[config.mk]
export PLATFORM = sky130hd
export DESIGN_NAME = des_decrypt_iterative
export DESIGN_NICKNAME = d
export VERILOG_FILES = /design/src/rtl/des_decrypt_iterative.sv
export SDC_FILE = /design/constraint.sdc
export NUM_CORES = 1
export LEC_CHECK = 0
export BUFFER_PORTS_ARGS = -buffer_cell sky130_fd_sc_hd__buf_2
export CELL_PAD_IN_SITES_DETAIL_PLACEMENT = 1
export CELL_PAD_IN_SITES_GLOBAL_PLACEMENT = 2
export CORE_AREA = 2 2 348 350
export DETAILED_ROUTE_END_ITERATION = 6
export DIE_AREA = 0 0 350 352
export PLACE_DENSITY = 0.42
export SLEW_MARGIN = 20
export SYNTH_ARGS = -nofsm -noshare
export SYNTH_HDL_FRONTEND = slang
export SYNTH_SLANG_ARGS = --single-unit
[constraint.sdc]
create_clock -name clk -period 6.15 [get_ports clk]
set_input_delay 0 -clock clk [delete_from_list [all_inputs] [get_ports clk]]
set_output_delay 0 -clock clk [all_outputs]
set_load 0.005 [all_outputs]
[src/rtl/des_decrypt_iterative.sv]
// Iterative DES decryption core: one Feistel round per clock, subkeys applied
// K16 first down to K1, with valid/ready handshakes on input and output.
module des_decrypt_iterative (
  input  logic        clk,
  input  logic        rst_n,
  input  logic        in_valid,
  output logic        in_ready,
  input  logic [63:0] ciphertext,
  input  logic [47:0] K1,
  input  logic [47:0] K2,
  input  logic [47:0] K3,
  input  logic [47:0] K4,
  input  logic [47:0] K5,
  input  logic [47:0] K6,
  input  logic [47:0] K7,
  input  logic [47:0] K8,
  input  logic [47:0] K9,
  input  logic [47:0] K10,
  input  logic [47:0] K11,
  input  logic [47:0] K12,
  input  logic [47:0] K13,
  input  logic [47:0] K14,
  input  logic [47:0] K15,
  input  logic [47:0] K16,
  output logic        out_valid,
  input  logic        out_ready,
  output logic [63:0] plaintext,
  output logic        busy
);

  localparam int unsigned BLK_W  = 64;
  localparam int unsigned HALF_W = 32;
  localparam int unsigned KEY_W  = 48;
  localparam int unsigned CNT_W  = 4;
  localparam logic [CNT_W-1:0] LAST_ROUND = CNT_W'(15);

  // Permutation tables use DES numbering: bit 1 is the MSB.
  localparam int unsigned IP_TBL [64] = '{
    58, 50, 42, 34, 26, 18, 10, 2,
    60, 52, 44, 36, 28, 20, 12, 4,
    62, 54, 46, 38, 30, 22, 14, 6,
    64, 56, 48, 40, 32, 24, 16, 8,
    57, 49, 41, 33, 25, 17,  9, 1,
    59, 51, 43, 35, 27, 19, 11, 3,
    61, 53, 45, 37, 29, 21, 13, 5,
    63, 55, 47, 39, 31, 23, 15, 7
  };

  localparam int unsigned FP_TBL [64] = '{
    40, 8, 48, 16, 56, 24, 64, 32,
    39, 7, 47, 15, 55, 23, 63, 31,
    38, 6, 46, 14, 54, 22, 62, 30,
    37, 5, 45, 13, 53, 21, 61, 29,
    36, 4, 44, 12, 52, 20, 60, 28,
    35, 3, 43, 11, 51, 19, 59, 27,
    34, 2, 42, 10, 50, 18, 58, 26,
    33, 1, 41,  9, 49, 17, 57, 25
  };

  localparam int unsigned E_TBL [48] = '{
    32,  1,  2,  3,  4,  5,
     4,  5,  6,  7,  8,  9,
     8,  9, 10, 11, 12, 13,
    12, 13, 14, 15, 16, 17,
    16, 17, 18, 19, 20, 21,
    20, 21, 22, 23, 24, 25,
    24, 25, 26, 27, 28, 29,
    28, 29, 30, 31, 32,  1
  };

  localparam int unsigned P_TBL [32] = '{
    16,  7, 20, 21, 29, 12, 28, 17,
     1, 15, 23, 26,  5, 18, 31, 10,
     2,  8, 24, 14, 32, 27,  3,  9,
    19, 13, 30,  6, 22, 11,  4, 25
  };

  // Each S-box packed row-major (row 0 col 0 in the top nibble).
  localparam logic [255:0] SBOX [8] = '{
    256'hE4D12FB83A6C5907_0F74E2D1A6CB9538_41E8D62BFC973A50_FC8249175B3EA06D,
    256'hF18E6B34972DC05A_3D47F28EC01A69B5_0E7BA4D158C6932F_D8A13F42B67C05E9,
    256'hA09E63F51DC7B428_D709346A285ECBF1_D6498F30B12C5AE7_1AD069874FE3B52C,
    256'h7DE3069A1285BC4F_D8B56F03472C1AE9_A690CB7DF13E5284_3F06A1D8945BC72E,
    256'h2C417AB6853FD0E9_EB2C47D150FA3986_421BAD78F9C5630E_B8C71E2D6F09A453,
    256'hC1AF92680D34E75B_AF427C9561DE0B38_9EF528C3704A1DB6_432C95FABE17608D,
    256'h4B2EF08D3C975A61_D0B7491AE35C2F86_14BDC37EAF680592_6BD814A7950FE23C,
    256'hD2846FB1A93E50C7_1FD8A374C56B0E92_7B419CE206ADF358_21E74A8DFC90356B
  };

  typedef enum logic [1:0] {IDLE, ROUND, DONE} state_t;

  // Initial permutation.
  function automatic logic [BLK_W-1:0] des_ip(input logic [BLK_W-1:0] x);
    logic [BLK_W-1:0] y;
    y = '0;
    for (int i = 0; i < 64; i++) y[6'(63 - i)] = x[6'(64 - IP_TBL[i])];
    return y;
  endfunction

  // Final (inverse initial) permutation.
  function automatic logic [BLK_W-1:0] des_fp(input logic [BLK_W-1:0] x);
    logic [BLK_W-1:0] y;
    y = '0;
    for (int i = 0; i < 64; i++) y[6'(63 - i)] = x[6'(64 - FP_TBL[i])];
    return y;
  endfunction

  // Round function: expand, key-mix, S-box substitute, permute.
  function automatic logic [HALF_W-1:0] f_function(input logic [HALF_W-1:0] r,
                                                   input logic [KEY_W-1:0]  k);
    logic [KEY_W-1:0]  x;
    logic [HALF_W-1:0] s_out;
    logic [HALF_W-1:0] y;
    logic [5:0]        b;
    logic [5:0]        idx;
    x = '0;
    for (int i = 0; i < 48; i++) x[6'(47 - i)] = r[5'(32 - E_TBL[i])];
    x = x ^ k;
    s_out = '0;
    for (int s = 0; s < 8; s++) begin
      b   = x[6'(42 - 6 * s) +: 6];
      idx = {b[5], b[0], b[4:1]};
      s_out[5'(28 - 4 * s) +: 4] = SBOX[s][8'(252 - 4 * int'(idx)) +: 4];
    end
    y = '0;
    for (int i = 0; i < 32; i++) y[5'(31 - i)] = s_out[5'(32 - P_TBL[i])];
    return y;
  endfunction

  state_t             state_q, state_d;
  logic [HALF_W-1:0]  l_q, l_d;
  logic [HALF_W-1:0]  r_q, r_d;
  logic [CNT_W-1:0]   cnt_q, cnt_d;
  logic [KEY_W-1:0]   round_key;
  logic [HALF_W-1:0]  f_out;
  logic [BLK_W-1:0]   ct_ip;

  assign ct_ip     = des_ip(ciphertext);
  assign f_out     = f_function(r_q, round_key);
  assign plaintext = des_fp({r_q, l_q});

  // Reverse-order key select: round 0 uses K16, round 15 uses K1.
  always_comb begin
    round_key = K16;
    case (cnt_q)
      4'd0:  round_key = K16;
      4'd1:  round_key = K15;
      4'd2:  round_key = K14;
      4'd3:  round_key = K13;
      4'd4:  round_key = K12;
      4'd5:  round_key = K11;
      4'd6:  round_key = K10;
      4'd7:  round_key = K9;
      4'd8:  round_key = K8;
      4'd9:  round_key = K7;
      4'd10: round_key = K6;
      4'd11: round_key = K5;
      4'd12: round_key = K4;
      4'd13: round_key = K3;
      4'd14: round_key = K2;
      4'd15: round_key = K1;
    endcase
  end

  // State, half-block and round-counter registers.
  always_ff @(posedge clk or negedge rst_n) begin
    if (!rst_n) begin
      state_q <= IDLE;
      l_q     <= '0;
      r_q     <= '0;
      cnt_q   <= '0;
    end else begin
      state_q <= state_d;
      l_q     <= l_d;
      r_q     <= r_d;
      cnt_q   <= cnt_d;
    end
  end

  // Next-state, datapath update and handshake decode.
  always_comb begin
    state_d   = state_q;
    l_d       = l_q;
    r_d       = r_q;
    cnt_d     = cnt_q;
    in_ready  = 1'b0;
    out_valid = 1'b0;
    busy      = 1'b0;
    case (state_q)
      IDLE: begin
        in_ready = 1'b1;
        if (in_valid) begin
          l_d     = ct_ip[63:32];
          r_d     = ct_ip[31:0];
          cnt_d   = '0;
          state_d = ROUND;
        end
      end
      ROUND: begin
        busy  = 1'b1;
        l_d   = r_q;
        r_d   = l_q ^ f_out;
        cnt_d = cnt_q + CNT_W'(1);
        if (cnt_q == LAST_ROUND) state_d = DONE;
      end
      DONE: begin
        out_valid = 1'b1;
        if (out_ready) state_d = IDLE;
      end
      default: state_d = IDLE;
    endcase
  end

endmodule

## Word level (Yosys, flattened, before mapping)

Cells that the tools add are included.
Widths: inputs -> output; s select.

| word-level totals | value |
|---|---|
| output and inout port bits | 67 |
| input bits | 836 |
| register bits | 70 |

| cells by class | value |
|---|---|
| shift operators | 4 |
| bitwise operators | 2 |
| reductions and logical operators | 5 |
| $add $sub $neg | 5 |
| equal/unequal tests | 20 |
| mux-type cells | 14 |

Operators by type and width:

| operator | count |
|---|---|
| $shiftx 256x8->3 const A | 2 |
| $pmux 24 s16 | 1 |
| $shiftx 256x8->2 const A | 1 |
| $shiftx 256x8->4 const A | 1 |
| $pmux 32 s2 | 2 |
| $mux 32 | 2 |
| $eq 4x4->1 const B | 8 |
| $sub 8x8->8 const A | 4 |
| $xor 32x14->32 | 1 |
| $xor 24x24->24 | 1 |
| $eq 4x3->1 const B | 4 |
| $eq 4x2->1 const B | 2 |
| $pmux 4 s2 | 1 |
| $mux 2 | 3 |
| $ne 2x2->1 const B | 3 |
| $pmux 2 s3 | 1 |
| $add 4x1->4 const B | 1 |
| $eq 4x1->1 const B | 1 |
| $logic_not 4->1 | 1 |
| $mux 4 | 1 |
| $mux 1 | 3 |
| $reduce_and 3->1 | 1 |
| $eq 2x1->1 const B | 1 |
| $eq 2x2->1 const B | 1 |
| other kinds (3) | 3 |

## Depth between registers and ports, before layout

| logic depth | value |
|---|---|
| depth in word-level cells | 7 |
| mapped depth | 17 |
| mapped depth without buffers | 13 |

## Worst setup path before layout

Ideal clock, no wire load.

| path | value |
|---|---|
| kind | reg-to-reg |
| start point | register cnt_q[0] |
| end point | register r_q[0] |
| arrival time | 3.044 ns |
| setup time | 0.131 ns |
| cell stages (with the launch flop) | 18 |
| buffers on the path | 4 |
| data required time | 6.019 ns |
| path slack | 2.976 ns |
| path through | dfrtp_1 inv_1 ha_1 buf_6 or3_4 or2_1 buf_2 buf_6 buf_6 nor2_4 a41oi_4 xor2_4 inv_1 o21ai_1 mux2_2 a221oi_2 mux2i_1 nand3_1 |

| between the ends | value |
|---|---|
| longest elaborated chain between the ends | 7 |
| elaborated cells between the ends (all ways) | 22 |
| those cells by class | 1 x add/sub; 15 x eq/ne; 1 x shift; 2 x mux; 2 x bitwise; 1 x reduce/logical |

Ends and longest elaborated chain:

| item | line | RTL |
|---|---|---|
| start, declared | 133 | `logic [CNT_W-1:0] cnt_q, cnt_d;` |
| start signal, assigned | 176 | `cnt_q <= cnt_d;` |
| $eq 4x4->1 (tied with other cells) | 145 | `case (cnt_q)` |
| $pmux 24 s16 (*) | 145 |  |
| $xor 24x24->24 (*) | 118 | `x = x ^ k;` |
| $sub 8x8->8 (*) | 123 | `s_out[5'(28 - 4 * s) +: 4] = SBOX[s][8'(252 - 4 * int'(idx)) +: 4];` |
| $shiftx 256x8->4 (*) | 123 |  |
| $xor 32x14->32 (*) | 202 | `r_d = l_q ^ f_out;` |
| $pmux 32 s2 (*) | 189 | `case (state_q)` |
| end signal, assigned | 175 | `r_q <= r_d;` |
| end, declared | 132 | `logic [HALF_W-1:0] r_q, r_d;` |

Every way passes the cells marked *; elsewhere a longest branch is shown, timed or not.
A chain may end at the register's enable or synchronous reset.

## Worst setup path in the final report

| path | value |
|---|---|
| start point | register cnt_q[0] |
| end point | register r_q[5] |

| between the ends | value |
|---|---|
| longest elaborated chain between the ends | 7 |
| elaborated cells between the ends (all ways) | 22 |
| those cells by class | 1 x add/sub; 15 x eq/ne; 1 x shift; 2 x mux; 2 x bitwise; 1 x reduce/logical |

Ends and longest elaborated chain:

| item | line |
|---|---|
| $eq 4x4->1 (tied with other cells) | 145 |
| $pmux 24 s16 (*) | 145 |
| $xor 24x24->24 (*) | 118 |
| $sub 8x8->8 (*) | 123 |
| $shiftx 256x8->3 (*) | 123 |
| $xor 32x14->32 (*) | 202 |
| $pmux 32 s2 (*) | 189 |

Marked as above.

==> flow_summary.toml <==
[outcome]
status = "finished, final reports clean"

[cts]
h-tree-depth = 2
ctsHoldBuffers = 17
clk_pin_slew_worst_paths_ns = 0.08
cts_tree = "done"
cts_sinks = 56
cts_buffers = 5
cts_setup_buffers = 0
cts-root-buf = "clkbuf_16"
cts_resized = 0
clock_latency_ns = 0.32
clockBufferDepth = 2

[sta]
fin_tns_setup_ns = 0
worstMarginPinSlew_ns = 1.07
rsz0062_at_grt = "no"
fin_skew_ns = 0.00601
hold_violations = 0
drv_slew = 0
setup_viol = 0
slew-limit-headroom = 0.284
min_period_over_period = 0.779
max_clock_freq_mhz = 209
finalCriticalPeriod_ns = 4.79

[yosys]
async_reset_ff_frac = 1.00
synth_flop_cell = "dfrtp_1"
seq_area_frac_synth = 0.203
synth.distinct_cells = 75
ys_seq_elements = 56
syn_avg_cell_area_um2 = 8.41
synth-edff-count = 0
netlist_instances = 822
mappedNetlistArea_um2 = 6910
yosys_warnings = 0

[detailed_routing]
via_per_inst = 3.20
drtAntennaViolNets = 0
drt_iter0_markers = 531
wl_um = 81700
drc_errors = 0
vias = 9177
dr.pass1.iters = 6
routedWlPerCell_um = 28.5

[pwr]
p_per_area_nw_per_um2 = 621
p_leak_uw = 0.00455
ir_drop_uv = 172

[die]
rows = 127
ios = 903
start_util = 0.0579
coreArea_um2 = 119000
die_area_um2 = 123000
fp.dieH_um = 352
die_w_um = 350

[run]
cap_viol_max_count = 0

[grt]
grt_max_degree = 57
grt_pass1_wl_um = 102000
grt_overflow = 0
antenna_found_initial = 100
grt_usage = 0.127
grt_pass1_vias = 9409

[cells_and_area]
utilization = 0.0939
syn2layout_area_growth_pct = 62.1
final_cell_mix = "buf_2 (447), a22oi_1 (59), buf_4 (55), dfrtp_1 (54), nand2_1 (48)"
final_cell_area_um2 = 11200
final_net_count = 2083
drive_above_1_share = 0.449
final_common_cell = "buf_2"

[critical_path]
r2r_cells = 14
path_class = "reg2reg"
cp.required_ns = 6.35
start_kind = "flop"
critPathMaxFanout = 19
arrival_ns = 4.99
critPathCaptureType = "flop"

[placed_design]
hpwl_um = 70600
place.gp.congestion = 0.789
placed_area_um2 = 10800
port_buffers = 447

[hold_path]
hold_class = "in2reg"
worstHoldPathCells = 3
[state kept, by name, indices dropped and copies added (netlist names)]
name and flops:
l_q 25, cnt_q 4, r_q 25, state_q 2
[synth_stat cells, drive strengths merged, types with 3 or more instances]
cell type / count / share of area
a22oi: 59 / 0.064
and3b: 15 / 0.019
o22ai: 9 / 0.0081
clkbuf: 23 / 0.012
a32o: 7 / 0.010
buf: 114 / 0.12
nor4: 3 / 0.0027
xor2: 11 / 0.020
nand2: 48 / 0.026
and3: 9 / 0.0081
xnor2: 25 / 0.042
o21ai: 51 / 0.037
nand3b: 6 / 0.0065
or2: 4 / 0.0036
a32oi: 7 / 0.0089
nor2b: 27 / 0.024
a31oi: 15 / 0.017
o211ai: 10 / 0.011
o32ai: 3 / 0.0060
and2: 3 / 0.0027
a211oi: 4 / 0.0043
a22o: 42 / 0.053
o2bb2ai: 13 / 0.016
o32a: 4 / 0.0058
a21oi: 47 / 0.035
mux2: 7 / 0.011
a41oi: 3 / 0.0065
ha: 4 / 0.0072
nand2b: 11 / 0.010
nand4: 4 / 0.0036
mux2i: 39 / 0.056
nor2: 36 / 0.022
nand3: 15 / 0.011
inv: 11 / 0.0060
a221oi: 21 / 0.028
dfrtp: 56 / 0.20
nor3: 5 / 0.0036
a222oi: 18 / 0.026
or3: 3 / 0.0034
o221ai: 3 / 0.0038
nor3b: 4 / 0.0058
[path summary, 6_finish.rpt]
kind / slack [ns] / end / from
max: 1.36 / r_q[5] / cnt_q[0]
min reg2reg: 0.51 / l_q[16] / l_q[16]
max in group asynchronous: 5.11 / cnt_q[2] / rst_n
max reg2reg: 1.36 / r_q[5] / cnt_q[0]
min: 0.03 / r_q[13] / ciphertext[19]
min in group asynchronous: 0.40 / l_q[23] / rst_n
[where the power goes]
group / leakage, uW / internal (uW) / total [uW] / switching (uW)
Sequential: 0.000713 / 542 / 822 / 280
Combinational: 0.00376 / 2100 / 5770 / 3680
Clock: 0.0000815 / 195 / 357 / 162
Total: 0.00455 / 2830 / 6950 / 4120
[cells by family after synthesis]
logic type	share of synthesized area
other cells	0.000543
compound gates	0.365
mux	0.0679
simple gates	0.156
xor+xnor	0.0619
fa+ha+maj	0.00724
buf+inv	0.138
flops	0.203
[layer usage]
metal | vias to the layer above | wire length, um | global-route usage | part of all wire
met5 | - | 229 | 0 | 0.0028
met1 | 4457 | 35500 | 0.161 | 0.43
li1 | 3953 | - | - | -
met3 | 152 | 6910 | 0.0389 | 0.085
met2 | 579 | 38100 | 0.219 | 0.47
met4 | 36 | 998 | 0.00707 | 0.012
[worst max-delay path, cell delays in order, from the launching register on]
cell and delay [ns]:
dfrtp_1 0.44, inv_1 0.13, ha_2 0.67, o21a_1 0.29, or2_2 0.58, o2111ai_1 0.41
o32ai_1 0.51, buf_4 0.23, xnor2_1 0.24, nand2b_1 0.24, o211ai_1 0.11, o21a_1 0.14
a221oi_2 0.27, mux2i_1 0.11, a311o_1 0.27
[cell type report]
type	instances	area, um2
Antenna cell	9	22.5
Clock buffer	6	129
Clock inverter	2	38.8
Fill cell	14286	108000
Inverter	11	41.3
Multi-Input combinational cell	649	4700
Sequential cell	56	1410
Tap cell	1612	2020
Timing Repair Buffer	520	2840
[metrics by stage]
step	hold slack, ns	total power (uW)	setup slack [ns]	instances
global route	0.0321	7520	1.03	2857
floorplan	-0.296	4200	2.98	853
global placement	0.241	6740	1.24	2831
CTS	0.0120	7200	1.19	2856
detailed placement	0.248	6780	1.23	2831
finish	0.0321	6950	1.36	2865
No activity file was read; power rests on OpenSTA's default activity.
